--- src/rtl/gemm_job_arbiter.sv ---
// ============================================================================
//  gemm_job_arbiter
//  Round-robin arbiter admitting one GEMM job at a time to a shared engine,
//  with dimension screening, timeout abort and per-requester completion.
//  Revision: 1.0
// ============================================================================
`default_nettype none

module gemm_job_arbiter #(
    parameter int NREQ      = 4,
    parameter int MAX_ELEMS = 16384,
    parameter int TIMEOUT   = 1048576
) (
    input  logic                          clk,
    input  logic                          rstn,
    input  logic [NREQ-1:0]               req_valid,
    output logic [NREQ-1:0]               req_ready,
    input  logic [NREQ-1:0][15:0]         req_M,
    input  logic [NREQ-1:0][15:0]         req_K,
    input  logic [NREQ-1:0][15:0]         req_N,
    output logic [NREQ-1:0]               rsp_valid,
    output logic [1:0]                    rsp_err,
    output logic                          eng_start,
    output logic [15:0]                   eng_M,
    output logic [15:0]                   eng_K,
    output logic [15:0]                   eng_N,
    input  logic                          eng_done,
    output logic                          eng_rstn,
    output logic                          busy,
    output logic [$clog2(NREQ)-1:0]       cur_id
);

    localparam int          ID_W      = $clog2(NREQ);
    localparam int          CNT_W     = $clog2(TIMEOUT + 1);
    localparam logic [CNT_W-1:0] CNT_LAST = CNT_W'(TIMEOUT - 1);
    localparam logic [31:0] MAX_W     = 32'(MAX_ELEMS);
    localparam logic [1:0]  ERR_OK    = 2'b00;
    localparam logic [1:0]  ERR_DIM   = 2'b01;
    localparam logic [1:0]  ERR_TO    = 2'b10;

    typedef enum logic [2:0] {
        S_IDLE  = 3'd0,
        S_CHECK = 3'd1,
        S_START = 3'd2,
        S_WAIT  = 3'd3,
        S_ABORT = 3'd4,
        S_RESP  = 3'd5
    } state_t;

    state_t            state_q, state_d;
    logic [ID_W-1:0]   last_grant_q, last_grant_d;
    logic [ID_W-1:0]   cur_id_q, cur_id_d;
    logic [15:0]       m_q, m_d, k_q, k_d, n_q, n_d;
    logic [CNT_W-1:0]  cnt_q, cnt_d;
    logic [1:0]        err_q, err_d;
    logic              abort_q, abort_d;

    logic              grant_found;
    logic [ID_W-1:0]   grant_idx;
    logic [ID_W-1:0]   cand_idx;
    int                cand;
    logic [31:0]       prod_mk, prod_kn, prod_mn;
    logic              job_bad;

    // Search starts one past the previous owner so every requester gets a turn.
    always_comb begin
        grant_found = 1'b0;
        grant_idx   = '0;
        cand        = 0;
        cand_idx    = '0;
        for (int off = 1; off <= NREQ; off++) begin
            cand     = (int'(last_grant_q) + off) % NREQ;
            cand_idx = ID_W'(cand);
            if (!grant_found && req_valid[cand_idx]) begin
                grant_found = 1'b1;
                grant_idx   = cand_idx;
            end
        end
    end

    always_comb begin
        prod_mk = {16'd0, m_q} * {16'd0, k_q};
        prod_kn = {16'd0, k_q} * {16'd0, n_q};
        prod_mn = {16'd0, m_q} * {16'd0, n_q};
        job_bad = (m_q == 16'd0) || (k_q == 16'd0) || (n_q == 16'd0) ||
                  (prod_mk > MAX_W) || (prod_kn > MAX_W) || (prod_mn > MAX_W);
    end

    always_comb begin
        state_d      = state_q;
        last_grant_d = last_grant_q;
        cur_id_d     = cur_id_q;
        m_d          = m_q;
        k_d          = k_q;
        n_d          = n_q;
        cnt_d        = cnt_q;
        err_d        = err_q;
        abort_d      = abort_q;
        case (state_q)
            S_IDLE: begin
                if (grant_found) begin
                    cur_id_d = grant_idx;
                    m_d      = req_M[grant_idx];
                    k_d      = req_K[grant_idx];
                    n_d      = req_N[grant_idx];
                    err_d    = ERR_OK;
                    state_d  = S_CHECK;
                end
            end
            S_CHECK: begin
                if (job_bad) begin
                    err_d   = ERR_DIM;
                    state_d = S_RESP;
                end else begin
                    state_d = S_START;
                end
            end
            S_START: begin
                cnt_d   = '0;
                state_d = S_WAIT;
            end
            S_WAIT: begin
                // A done arriving on the threshold cycle still counts as success.
                if (eng_done) begin
                    err_d   = ERR_OK;
                    state_d = S_RESP;
                end else if (cnt_q == CNT_LAST) begin
                    err_d   = ERR_TO;
                    abort_d = 1'b0;
                    state_d = S_ABORT;
                end else begin
                    cnt_d = cnt_q + CNT_W'(1);
                end
            end
            S_ABORT: begin
                if (abort_q) begin
                    state_d = S_RESP;
                end else begin
                    abort_d = 1'b1;
                end
            end
            S_RESP: begin
                last_grant_d = cur_id_q;
                state_d      = S_IDLE;
            end
            default: state_d = S_IDLE;
        endcase
    end

    always_ff @(posedge clk) begin
        if (!rstn) begin
            state_q      <= S_IDLE;
            last_grant_q <= ID_W'(NREQ - 1);
            cur_id_q     <= '0;
            m_q          <= '0;
            k_q          <= '0;
            n_q          <= '0;
            cnt_q        <= '0;
            err_q        <= ERR_OK;
            abort_q      <= 1'b0;
        end else begin
            state_q      <= state_d;
            last_grant_q <= last_grant_d;
            cur_id_q     <= cur_id_d;
            m_q          <= m_d;
            k_q          <= k_d;
            n_q          <= n_d;
            cnt_q        <= cnt_d;
            err_q        <= err_d;
            abort_q      <= abort_d;
        end
    end

    // Ready is gated by rstn so a held request is never acknowledged in reset.
    for (genvar i = 0; i < NREQ; i++) begin : g_strobes
        assign req_ready[i] = rstn && (state_q == S_IDLE) && grant_found &&
                              (grant_idx == ID_W'(i));
        assign rsp_valid[i] = (state_q == S_RESP) && (cur_id_q == ID_W'(i));
    end

    assign rsp_err   = err_q;
    assign eng_start = (state_q == S_START);
    assign eng_M     = m_q;
    assign eng_K     = k_q;
    assign eng_N     = n_q;
    assign eng_rstn  = rstn && (state_q != S_ABORT);
    assign busy      = (state_q != S_IDLE);
    assign cur_id    = cur_id_q;

endmodule

`default_nettype wire

--- config.mk ---
export PLATFORM = sky130hd
export DESIGN_NAME = gemm_job_arbiter
export DESIGN_NICKNAME = d
export VERILOG_FILES = /design/src/rtl/gemm_job_arbiter.sv
export SDC_FILE = /design/constraint.sdc
export NUM_CORES = 2
export LEC_CHECK = 0
export BUFFER_PORTS_ARGS = -buffer_cell sky130_fd_sc_hd__buf_2
export CAP_MARGIN = 20
export CORE_UTILIZATION = 44
export DETAILED_ROUTE_END_ITERATION = 12
export PLACE_DENSITY = 0.61
export REMOVE_ABC_BUFFERS = 1
export SLEW_MARGIN = 20
export SYNTH_ARGS = -nofsm -noshare
export SYNTH_HDL_FRONTEND = slang
export SYNTH_SLANG_ARGS = --single-unit
export TNS_END_PERCENT = 30
--- constraint.sdc ---
create_clock -name clk -period 7.3 [get_ports clk]
set_input_delay 0.73 -clock clk [delete_from_list [all_inputs] [get_ports clk]]
set_output_delay 0.73 -clock clk [all_outputs]
set_load 0.01 [all_outputs]
==> results.txt <==
* Post-synthesis instance area: 0.0319 mm2
- Compound-Gate Fraction of Synth Area: 8.55%
* Via density: 5.38
* Post-layout net count: 5405
- The synthesized netlist devotes 23.9% of its cell area to simple gates.
- The finished layout holds 5268 standard cells, fillers aside.
- Type of the worst setup path: reg2reg
- Final estimated routing congestion in global placement: 1.02
- Once detailed placement completed, the half-perimeter wirelength came to between 80000 and 90000 um.
* Via count of the first global-routing pass: around 28000
- Cells with a size suffix above 1 make up 14.9% of the layout.
* Pin count of the biggest net entering global routing: 68
* Fin crit share: 100%
* Via total after detailed routing: 28353
- In the detailed route, the total length drawn on met2 is 47600 um.
- Measured slew at the worst slew-check pin: 0.961 ns
* Count of maximum capacitance violations: 0
- Multiplexer cells account for 0.456% of the synthesized area.
- Clock tree root buffer cell: sky130_fd_sc_hd__clkbuf_16
* Portion of the post-synthesis area used by sequential elements: just under 5%
* Leakage: 18.8 nW
- Total global-route track usage: about 28%
* RSZ-0062 raised after global routing: yes
- The initial utilization of the core area, before any placement, comes to 44.5%.
- Worst hold path class: reg2reg
- Headroom to the max-slew limit: a little over a third
- Buffers inserted to repair hold after CTS numbered 0.
- Critical path data required time: 7.55 ns
* Outcome: finished clean
- Number of DRC violations after detailed routing: 0
- The synthesized netlist contains 93 unique library cells.
* Synthesis warning total: 0
- The number of slew-limit violations in the final report is 0.
- Total cell area at the placement stage: 0.0360 mm2
* Flip-flop cell with the highest count after synthesis: sky130_fd_sc_hd__dfxtp_1
* Fin crit period: 7.30 ns
- Leading cell types in the layout, fill and taps excluded: 772 x sky130_fd_sc_hd__nand2_1, 723 x sky130_fd_sc_hd__inv_1, 581 x sky130_fd_sc_hd__fa_1, 345 x sky130_fd_sc_hd__and2_1, 307 x sky130_fd_sc_hd__ha_1
- Yosys mapped a number of flops with a built-in enable equal to 0.
- Critical Path Start Type: flop
- The average instance in the mapped netlist occupies 7.97 um2.
- Worst supply voltage drop on vdd: 0.000308 V
- With fillers left out, the area of the finished cells amounts to 0.0366 mm2.
- The clock passes through at most 2 buffers.
- OpenSTA, run right after detailed placement, puts the worst setup slack at -0.221 ns.
- Clock transition at the registers of the reported paths: 0.07 ns
- #FFs+latches synth: 79
- The clock net in this run drives a total of 79 sinks.
* Metal3 WL: 6460 um
* CP max FO: 14
* Count of buffers inserted at the top-level ports: about 260
- Fmax: 137 MHz
- Leading cell type in the layout, fill and taps excluded: sky130_fd_sc_hd__nand2_1
- The total area inside the core boundary comes to 0.0716 mm2.
* Length of routed wiring on met1: 44600 um
- After Yosys synthesis, full adders, half adders and majority gates account for 48.9% of the synthesized area.
- The die is 271 um tall.
- Clk Latency, worst-skew pair: 0.37 ns
- Post-route antenna net violation count: 0
* Number of cell rows: 98
- Global routing finished with a remaining overflow of 0.
- Clock skew on the completed layout was measured at around 0.022 ns.
- The worst setup path is captured at a flop.
- Setup violations remaining at the end of the flow were counted as 0.
* Placed Cells incl. Taps: around 5200
- Total power for the finished layout comes to roughly 0.0064 W.
- After detailed routing, the total wire length is 102000 um.
- Number of top-level design ports: 262
- Setup total negative slack: 0 ns
- Dominant combinational cell family by area after synthesis: adder cells
- From left edge to right edge, the die measures 271 um.
* PD cells: about 180 mW/mm2
- In this run the number of H-tree levels came out at 3.
- DIE AREA: 0.0735 mm2
- Setup slack closes at 0.00170 ns.
- Final Hold Fails: 0
- Number of optimization iterations in the first detailed-route pass: 6
- In the synthesized netlist, the number of instances is around 4000.
- The detailed router used layers up to and including met4.
- Summing the areas of all xor and xnor instances in the mapped netlist gives 1.62% of the synthesized area.
- The first global-routing pass estimated about 160000 um of wire.
- FFs w/ async S/R, synth: 0%
* Initial antenna violation count: 3
* Area delta synth->final: 15.0%
* Total clock buffers created by CTS: 9
- The first routing iteration left 2216 violations.
* Data arrival time at the worst-slack endpoint: 7.55 ns
- TritonCTS clock tree: yes
- Average wire length per cell after detail routing: 19.3 um
[timing repair]
action | CTS | global route
pin swaps | 0 | 6
endpoints found under the hold margin | 0 | 0
setup endpoints to repair | 5 | 5
buffers inserted | 0 | 2
resized for setup | 6 | 50
gates cloned | 0 | 2
[worst paths after layout]
check	cells after the start	slack (ns)	startpoint	end
max reg2reg	26	0.002	eng_M[7]$_SDFFE_PN0P_	state_q[0]$_SDFFE_PN0P_
max	26	0.002	eng_M[7]$_SDFFE_PN0P_	state_q[0]$_SDFFE_PN0P_
min	2	0.49	abort_q$_SDFFE_PN0P_	abort_q$_SDFFE_PN0P_
min reg2reg	2	0.49	abort_q$_SDFFE_PN0P_	abort_q$_SDFFE_PN0P_
[layout make-up]
type / count / area, um2
fillers: 7099 / 35000
multi-input cells: 2949 / 26800
repair buffers: 549 / 4020
inverters: 723 / 2710
flip-flops and latches: 79 / 1610
well taps: 950 / 1190
clock buffers: 10 / 239
clock inverters: 6 / 93.8
diodes: 2 / 5.00
[report_power, final]
group	internal (W)	switching, W
Clock	0.000311	0.000217
Sequential	0.000495	0.000104
Combinational	0.00210	0.00320
[sequential cells by signal, summed over array words and instances (netlist names)]
signal and cells:
abort_q 1, rsp_err 2, eng_N 16, cnt_q 21
cur_id 2, state_q 3, eng_K 16, eng_M 16
last_grant_q 2
[critical path, cell delays in order, from the launching register on]
cell and delay, ns:
sky130_fd_sc_hd__dfxtp_4 0.38, sky130_fd_sc_hd__buf_12 0.17, sky130_fd_sc_hd__and2_1 0.17, sky130_fd_sc_hd__fa_1 0.54, sky130_fd_sc_hd__inv_1 0.05, sky130_fd_sc_hd__fa_1 0.47, sky130_fd_sc_hd__fa_1 0.52, sky130_fd_sc_hd__fa_1 0.57
sky130_fd_sc_hd__inv_1 0.05, sky130_fd_sc_hd__fa_1 0.48, sky130_fd_sc_hd__inv_1 0.05, sky130_fd_sc_hd__fa_1 0.47, sky130_fd_sc_hd__inv_1 0.04, sky130_fd_sc_hd__ha_1 0.27, sky130_fd_sc_hd__and2_1 0.19, sky130_fd_sc_hd__a2111oi_1 0.37
sky130_fd_sc_hd__buf_4 0.20, sky130_fd_sc_hd__nand2b_1 0.17, sky130_fd_sc_hd__a211o_1 0.18, sky130_fd_sc_hd__o311ai_0 0.23, sky130_fd_sc_hd__or3_1 0.49, sky130_fd_sc_hd__nor4_1 0.29, sky130_fd_sc_hd__nand4_1 0.15, sky130_fd_sc_hd__nor4_2 0.24
sky130_fd_sc_hd__buf_4 0.18, sky130_fd_sc_hd__a211oi_1 0.07, sky130_fd_sc_hd__a21o_1 0.16
[metrics by stage]
stage               utilization [%]  hold slack, ns
floorplan                         -           0.458
global placement               50.3           0.487
detailed placement             50.3           0.488
CTS                            50.8           0.497
global route                   51.2           0.533
finish                         51.2           0.492
[cell families (layout without fill, tap and decap cells)]
| kind of cell | Yosys count | in the layout |
|---|---|---|
| other cells | 0 | 2 |
| fa+ha+maj | 895 | 895 |
| xor+xnor | 59 | 59 |
| mux | 14 | 14 |
| simple gates | 1583 | 1583 |
| flops | 79 | 79 |
| buf+inv | 968 | 1288 |
| compound gates | 398 | 398 |
[synth_stat cells, types with 16 or more instances]
cell                       instances  share of area (%)
sky130_fd_sc_hd__o211ai_1         16               0.38
sky130_fd_sc_hd__nor4_1           24               0.47
sky130_fd_sc_hd__nand3_1         196                3.1
sky130_fd_sc_hd__nand2_1         773                9.1
sky130_fd_sc_hd__or3_1            20               0.39
sky130_fd_sc_hd__fa_1            582                 37
sky130_fd_sc_hd__a21o_1           26               0.61
sky130_fd_sc_hd__inv_1           723                8.5
sky130_fd_sc_hd__o21ai_0          59               0.93
sky130_fd_sc_hd__a21oi_1          97                1.5
sky130_fd_sc_hd__nand4_1          40               0.79
sky130_fd_sc_hd__nor3_1           26               0.41
sky130_fd_sc_hd__nor2_1           89                1.0
sky130_fd_sc_hd__ha_1            313                 12
sky130_fd_sc_hd__xor2_1           24               0.66
sky130_fd_sc_hd__a21boi_0         52                1.2
sky130_fd_sc_hd__dfxtp_1          79                5.0
sky130_fd_sc_hd__clkbuf_1        218                2.6
sky130_fd_sc_hd__xnor2_1          35               0.96
sky130_fd_sc_hd__and2_1          346                6.8
[layer usage]
layer  up-vias  track usage, %
met5         -               0
met3       146            2.88
met1     14073            39.5
li1      13103               -
met2      1031            45.5
met4         0            8.09
(Power assumes the default switching activity.)
